--- config.mk ---
export PLATFORM = sky130hd
export DESIGN_NAME = product_accumulator
export DESIGN_NICKNAME = d
export VERILOG_FILES = /design/src/rtl/product_accumulator.sv
export SDC_FILE = /design/constraint.sdc
export NUM_CORES = 1
export LEC_CHECK = 0
export BUFFER_PORTS_ARGS = -buffer_cell sky130_fd_sc_hd__buf_4
export CAP_MARGIN = 20
export CORE_MARGIN = 3
export CORE_UTILIZATION = 60
export DETAILED_ROUTE_END_ITERATION = 8
export PLACE_DENSITY = 0.86
export REMOVE_ABC_BUFFERS = 1
export SYNTH_ARGS = -nofsm -noshare
export SYNTH_HDL_FRONTEND = slang
export SYNTH_SLANG_ARGS = --single-unit
--- constraint.sdc ---
create_clock -name clk -period 5.8 [get_ports clk]
set_clock_uncertainty 0.05 [all_clocks]
set_input_delay 0.87 -clock clk [delete_from_list [all_inputs] [get_ports clk]]
set_output_delay 0.87 -clock clk [all_outputs]
set_load 0.01 [all_outputs]
--- src/rtl/product_accumulator.sv ---
// Product accumulator: sums batches of 4x4 multiplier products
// and hands each batch total downstream over a valid/ready pair.
module product_accumulator (
  input  logic        clk,
  input  logic        reset,
  input  logic        prod_valid,
  input  logic [7:0]  prod_data,
  output logic        prod_ready,
  input  logic [3:0]  batch_len,
  input  logic        flush,
  output logic        sum_valid,
  output logic [11:0] sum_data,
  input  logic        sum_ready,
  output logic        busy
);

  typedef enum logic {
    ACC  = 1'b0,
    DONE = 1'b1
  } state_t;

  state_t      state;
  logic [11:0] acc;
  logic [4:0]  count;
  logic [4:0]  len;

  logic        accept;
  logic [4:0]  eff_len;
  logic [4:0]  count_nxt;
  logic [11:0] acc_nxt;

  assign prod_ready = (state == ACC) && !flush;
  assign accept     = prod_valid && prod_ready;
  assign busy       = (state == DONE) || (count != 5'd0);

  // A zero batch_len encodes 16; length is frozen after the first product
  assign eff_len   = (count == 5'd0) ? {(batch_len == 4'd0), batch_len}
                                     : len;
  assign count_nxt = count + 5'd1;
  assign acc_nxt   = acc + {4'd0, prod_data};

  always_ff @(posedge clk or negedge reset) begin
    if (!reset) begin
      state     <= ACC;
      acc       <= 12'd0;
      count     <= 5'd0;
      len       <= 5'd0;
      sum_valid <= 1'b0;
      sum_data  <= 12'd0;
    end else begin
      unique case (state)
        ACC: begin
          if (flush) begin
            acc   <= 12'd0;
            count <= 5'd0;
          end else if (accept) begin
            if (count == 5'd0)
              len <= eff_len;
            if (count_nxt == eff_len) begin
              sum_data  <= acc_nxt;
              sum_valid <= 1'b1;
              state     <= DONE;
              acc       <= 12'd0;
              count     <= 5'd0;
            end else begin
              acc   <= acc_nxt;
              count <= count_nxt;
            end
          end
        end
        DONE: begin
          if (sum_ready) begin
            sum_valid <= 1'b0;
            state     <= ACC;
          end
        end
        default: state <= ACC;
      endcase
    end
  end

endmodule

==> summary.md, run 1 <==
| Metric | Value |
|---|---|
| Status | completed |
| Drt via density | approximately 5.9 |
| #FFs+latches synth | 36 |
| Finished Layout Cells | about 260 |
| Area of the mapped netlist | 2050 µm² |
| Syn_area_per_cell | around 11 µm² |
| CTS tree | done |
| Utilization after layout | 74.6% |
| ANT nets after route | 0 |
| Cells on worst reg2reg path | 8 |
| Die H | between 60 and 70 µm |
| Hold Violations, Final | 0 |
| Post-cts gate resize count | 0 |
| Worst Setup End Kind | flop |
| Vias in the first global route | around 1,600 |
| Commonest non-fill, non-tap cells in the layout | dfrtp_1 (36), buf_4 (32), nand2_1 (18) |
| CP delay by family, top | simple AND/OR/NAND/NOR gates |
| Input/output buffers | 31 |
| All-Layer GR Usage | about 23% |
| Leakage | 1.15 nW |
| Final GP Congestion | 0.902 |
| Setup Total Neg Slack | 0 ns |
| MaxCap Viol Count | 0 |
| Core area | 3150 µm² |
| Clk buf depth | 2 |
| Total grt overflow | 0 |
| Period utilisation layout | 55.1% |
| Power Total | 0.834 mW |
| P per Cell Area | around 350 nW/µm² |
| Unique masters post-synth | 44 |
| Min Tclk post-route | between 3 and 4 ns |
| RSZ-0062 raised after global routing | false |
| Top FF cell, synth | dfrtp_1 |
| HPWL after DPL | 3110 µm |
| Vias | roughly 1,500 |
| DRT iter0 DRCs | 91 |
| CTS HTree Levels | 2 |
| Max-slew violation count | 0 |
| Die area | 4160 µm² |
| Synth area leaders | dfrtp_1 (44%), ha_1 (6.1%), mux2_2 (4.9%) |
| Bufs and invs on worst path | 1 |
| # IOs | 32 |
| Cell Rows | 20 |
| Postcts setup bufs | 0 |
| Root Driver | clkbuf_4 |
| N_diodes | 0 |
| WL final | 4220 µm |
| WP data arrival | 3.37 ns |
| Leading area contributor after synthesis | dfrtp_1 |
| Critical-path top delay cell | nor3_4 |
| Share of cells above drive strength 1 | 27.4% |
| Placed cell count | between 200 and 300 |
| Critical-path maximum fanout | 14 |
| Detailed Routing Iterations Pass 1 | 4 |
| Largest net degree at the start of global routing | 37 |
| Routed wire per std cell | about 16 µm |
| Sequential area share after synthesis | between 40% and 50% |
| Class of the worst hold path | in2async |
| Commonest non-fill, non-tap cell in the layout | dfrtp_1 |
| Tightest Pin Transition | 0.827 ns |
| DRC | 0 |
| Clock Latency Late Sink | 0.34 ns |
| Worst VDD drop | 199 µV |
| CP cell instances | inv_1 > ha_1 > nor4b_4 > mux2i_1 > xnor2_2 > nand4_2 > nor3_4 > mux2_2 |
| Net count, final | 245 |
| Max incr delay on CP | roughly 0.7 ns |
| Global-route wire length before repair | 7370 µm |
| Clk sink count | 36 |
| Die width | between 60 and 70 µm |
| Ys async rst share | 100% |
| Starting Density | 65.1% |
| Cts bufs inserted | 5 |
| Clock slew at reported path FFs | 0.10 ns |
| Fmax | 0.313 GHz |
| Syn-to-layout area delta | 14.6% |
| Gate Count Post-Synth | 182 |
| Antenna violations before repair | 0 |
| Post-cts hold buffer count | 0 |
| Final setup viols | 0 |
| Worst endpoint required time | 5.98 ns |
| EDFF count, synth | 0 |
| Synth top area share | 43.9% |
| CP Launch Type | flop |
| Rel. slew slack | 44.7% |
| Cell depth of the worst setup path | 8 |
| Worst setup path class | reg2reg |
| Ys Warns | 0 |
cells by family (layout without fill, tap and decap cells):
kind of cell	count (synthesis)	count (layout)	share of synthesized area, %
AO/OA/AOI/OAI	37	37	12.0
XOR/XNOR	18	18	8.78
buffers and inverters	16	49	3.84
flip-flops	36	36	43.9
AND/OR/NAND/NOR	42	42	12.2
adder cells (fa/ha/maj)	11	11	7.07
multiplexers	22	22	12.2
metal layers:
| metal | track usage, % | up-vias | share of wire (%) | wire length [µm] |
|---|---|---|---|---|
| met3 | 7.11 | 12 | 5.1 | 217 |
| met2 | 38.1 | 53 | 50 | 2100 |
| li1 | - | 710 | - | - |
| met5 | 0 | - | 0 | 0 |
| met1 | 28.2 | 743 | 42 | 1790 |
| met4 | 9.76 | 0 | 2.6 | 111 |
report_power, final:
part | switching, mW | internal, mW | total (mW) | leakage [nW]
Sequential | 0.0420 | 0.314 | 0.356 | 0.466
Combinational | 0.183 | 0.179 | 0.362 | 0.665
Clock | 0.0755 | 0.0405 | 0.116 | 0.0230
Total | 0.300 | 0.534 | 0.834 | 1.15
Yosys cell counts (4+ instances only):
library cell and n:
a22o_1 7, a21oi_1 4, mux2_2 9, dfrtp_1 36, mux2i_1 9, xnor2_1 7, o21ai_0 13, inv_1 12
xor2_1 8, nand2_1 18, ha_1 10, mux2_4 4
flip-flops by register name (all words and copies together) (netlist names):
| register | count |
|---|---|
| acc | 12 |
| count | 5 |
| len | 5 |
| state | 1 |
| sum_data | 12 |
| sum_valid | 1 |
metrics by stage:
step	hold slack, ns	cell area [µm²]	setup slack [ns]
after CTS	0.432	2350	2.61
after global placement	0.417	2310	2.72
final	0.416	2350	2.60
after global routing	0.422	2350	2.41
after floorplan	0.404	2020	3.06
after detailed placement	0.432	2310	2.50
worst paths after layout:
kind	startpoint	endpoint	slack, ns
worst max-delay path	count[1]	sum_data[10]	2.60
worst min-delay path	reset	sum_data[6]	0.42
worst max register to register	count[1]	sum_data[10]	2.60
worst min register to register	acc[3]	acc[3]	0.45
max in group asynchronous	reset	len[4]	4.96
min in group clk	acc[3]	acc[3]	0.45
cell type report:
class                           instances  area, µm²
Sequential cell                        36        901
Fill cell                             236        801
Timing Repair Buffer                   32        240
Tap cell                               44       55.1
Multi-Input combinational cell        130       1070
Clock buffer                            5       37.5
Inverter                               12       45.0
(Power assumes the default switching activity.)
==> run 2: changes to the inputs <==
Settings changed: CORE_UTILIZATION 60 to 51, PLACE_DENSITY 0.86 to 0.78.
Clock period 5.8 ns to 2.65 ns, I/O delays scaled along.
==> run 2 against run 1 <==
Register-to-register slack worse by 2.4 ns. First-iteration DRC count is 4.4% lower. Setup slack worse by 2.4 ns. Count of clock-buffer cells in the layout is 1 higher. Via count is 3.5% lower. Critical path depth is 2 higher. Utilization is 8.5 points lower.
==> summary.md, run 2 (synthesized netlist as in run 1, its figures left out) <==
| Metric | Value |
|---|---|
| Status | completed |
| Detailed Routing Iterations Pass 1 | 4 (unchanged) |
| Hold Violations, Final | 0 (unchanged) |
| Drt via density | 5.37 (-8.4%) |
| Commonest non-fill, non-tap cell in the layout | buf_4 |
| Antenna violations before repair | 0 (unchanged) |
| DP Area | 2380 µm² (+2.7%) |
| Worst Setup End Kind | flop |
| Vias in the first global route | 1,484 (-7.4%) |
| Input/output buffers | 31 (unchanged) |
| Die H | 69.5 µm (+7.7%) |
| Tightest Pin Transition | 0.442 ns (-0.386 ns) |
| Leakage | 1.22 nW (+6.0%) |
| Die area | 4820 µm² (+16%) |
| Core area | 3770 µm² (+20%) |
| RR Startpoint | count[1] |
| Routed wire per std cell | 14.2 µm (-13%) |
| Fill cells | 298 (+26%) |
| Finished Layout Cells | 273 (+5.4%) |
| Root Driver | clkbuf_8 |
| Net count, final | 252 (+2.9%) |
| N_diodes | 0 (unchanged) |
| MaxCap Viol Count | 0 (unchanged) |
| Post-cts hold buffer count | 0 (unchanged) |
| Max-slew violation count | 0 (unchanged) |
| CP Launch Type | flop |
| Share of cells above drive strength 1 | 30.2% (+2.8 points) |
| R2R setup slack | 0.16 ns (-2.44 ns) |
| CTS HTree Levels | 2 (unchanged) |
| Clk buf depth | 2 (unchanged) |
| Clock slew at reported path FFs | 0.07 ns (-0.03 ns) |
| Cell Rows | 22 (+10%) |
| Multi-input logic area | 1070 µm² (unchanged) |
| HPWL after DPL | 2910 µm (-6.4%) |
| Rel. slew slack | 70.6% (+26 points) |
| Place WS | 0.0719 ns (-2.42 ns) |
| Worst setup path class | reg2reg |
| Fin area | 2490 µm² (+6.0%) |
| Total grt overflow | 0 (unchanged) |
| Critical-path maximum fanout | 14 (unchanged) |
| Max incr delay on CP | 0.42 ns (-0.28 ns) |
| Worst endpoint required time | 2.77 ns (-3.21 ns) |
| Starting Density | 54.4% (-11 points) |
| DRT iter0 DRCs | 87 (-4.4%) |
| # IOs | 32 (unchanged) |
| Vias | 1,465 (-3.5%) |
| Hold slack | 0.00506 ns (-0.411 ns) |
| Cts bufs inserted | 5 (unchanged) |
| WP data arrival | 2.61 ns (-0.76 ns) |
| Placed cell count | 264 (+3.9%) |
| Die width | 69.5 µm (+7.7%) |
| ANT nets after route | 0 (unchanged) |
| Largest regs | acc (12), sum_data (12) |
| Global-route wire length before repair | 6880 µm (-6.6%) |
| Commonest non-fill, non-tap cells in the layout | buf_4 (38), dfrtp_1 (36), nand2_1 (18) |
| WL final | 3890 µm (-7.9%) |
| Reg2reg end | sum_data[0] |
| All-Layer GR Usage | 17.8% (-5.4 points) |
| Clock Latency Late Sink | 0.29 ns (-0.05 ns) |
| Cells on worst reg2reg path | 10 (+2) |
| DRC | 0 (unchanged) |
| Area occupied by registers | 901 µm² (unchanged) |
| Final setup viols | 0 (unchanged) |
| CP cell instances | inv_1 > ha_1 > nor4b_4 > buf_4 > mux2i_1 > xnor2_2 > nand4_2 > nor3_4 > buf_12 > mux2_2 |
| Class of the worst hold path | in2async |
| Fmax | 0.402 GHz (+29%) |
| Clk sink count | 36 (unchanged) |
| P per Cell Area | 827 nW/µm² (+130%) |
| CTS tree | done |
| Final GP Congestion | 0.812 (-10%) |
| Critical-path top delay cell | dfrtp_1 |
| Largest net degree at the start of global routing | 37 (unchanged) |
| RSZ-0062 raised after global routing | false |
| Min Tclk post-route | 2.49 ns (-0.710 ns) |
| Syn-to-layout area delta | 21.4% |
| Final WS setup | 0.163 ns (-2.44 ns) |
| Period utilisation layout | 93.9% (+39 points) |
| Worst VDD drop | 480 µV (+140%) |
run 2: cell count changes in the layout (fill, tap and decap cells not counted), sizes merged:
cell | previous run | this run
bufinv | 0 | 1
clkinv | 0 | 1
buf | 32 | 39
clkbuf | 5 | 6
run 2: power by group:
part / internal [mW] / switching, mW
clock: 0.279 / 0.194
combinational: 0.419 / 0.398
sequential: 0.689 / 0.0829
total: 1.39 / 0.675
run 2: stage by stage:
step                      setup TNS [ns]  utilization [%]  total power, mW
final                                  0             66.1             2.06
after global routing                   0             66.1             2.20
after CTS                              0             65.9             2.07
after detailed placement               0             63.0             1.60
after global placement                 0             63.0             1.57
after floorplan                   -0.449                -             1.30
run 2: area by class of cell:
class	count	area share (%)
Tap cell	48	2.41
Multi-Input combinational cell	130	43.1
Timing Repair Buffer	39	12.2
Sequential cell	36	36.1
Inverter	12	1.81
Clock inverter	2	1.41
Clock buffer	6	2.91
run 2: what timing repair did:
item	in CTS	in global routing
endpoints found under the setup margin	0	9
gates resized for setup	0	0
buffers inserted	0	1
run 2: how the worst max path moves through the flow:
stage / startpoint / end / slack [ns]
4_1_cts: count[1] / sum_data[0] / 0.05
3_3_place_gp: count[1] / sum_data[10] / 0.17
2_1_floorplan: count[0] / sum_data[0] / -0.08
3_5_place_dp: count[1] / sum_data[0] / 0.07
5_1_grt: acc[0] / acc[10] / 0.04
6_report: count[1] / sum_data[0] / 0.16
run 2: routing by layer:
metal	GRT usage, %	up-vias	share of wire, %
met5	0	-	0
met4	6.29	0	1.3
met3	5.36	7	5.7
met2	27.3	40	45
met1	24.0	691	48
li1	-	727	-
run 2: critical path, delay by kind of cell, from the launching register on:
kind,cells,cell delay (ns)
DFF,1,0.42
xor gates and xnor gates,1,0.15
and+or+nand+nor,3,0.54
muxes,2,0.63
adders and majority gates,1,0.14
buffers and inverters,3,0.46
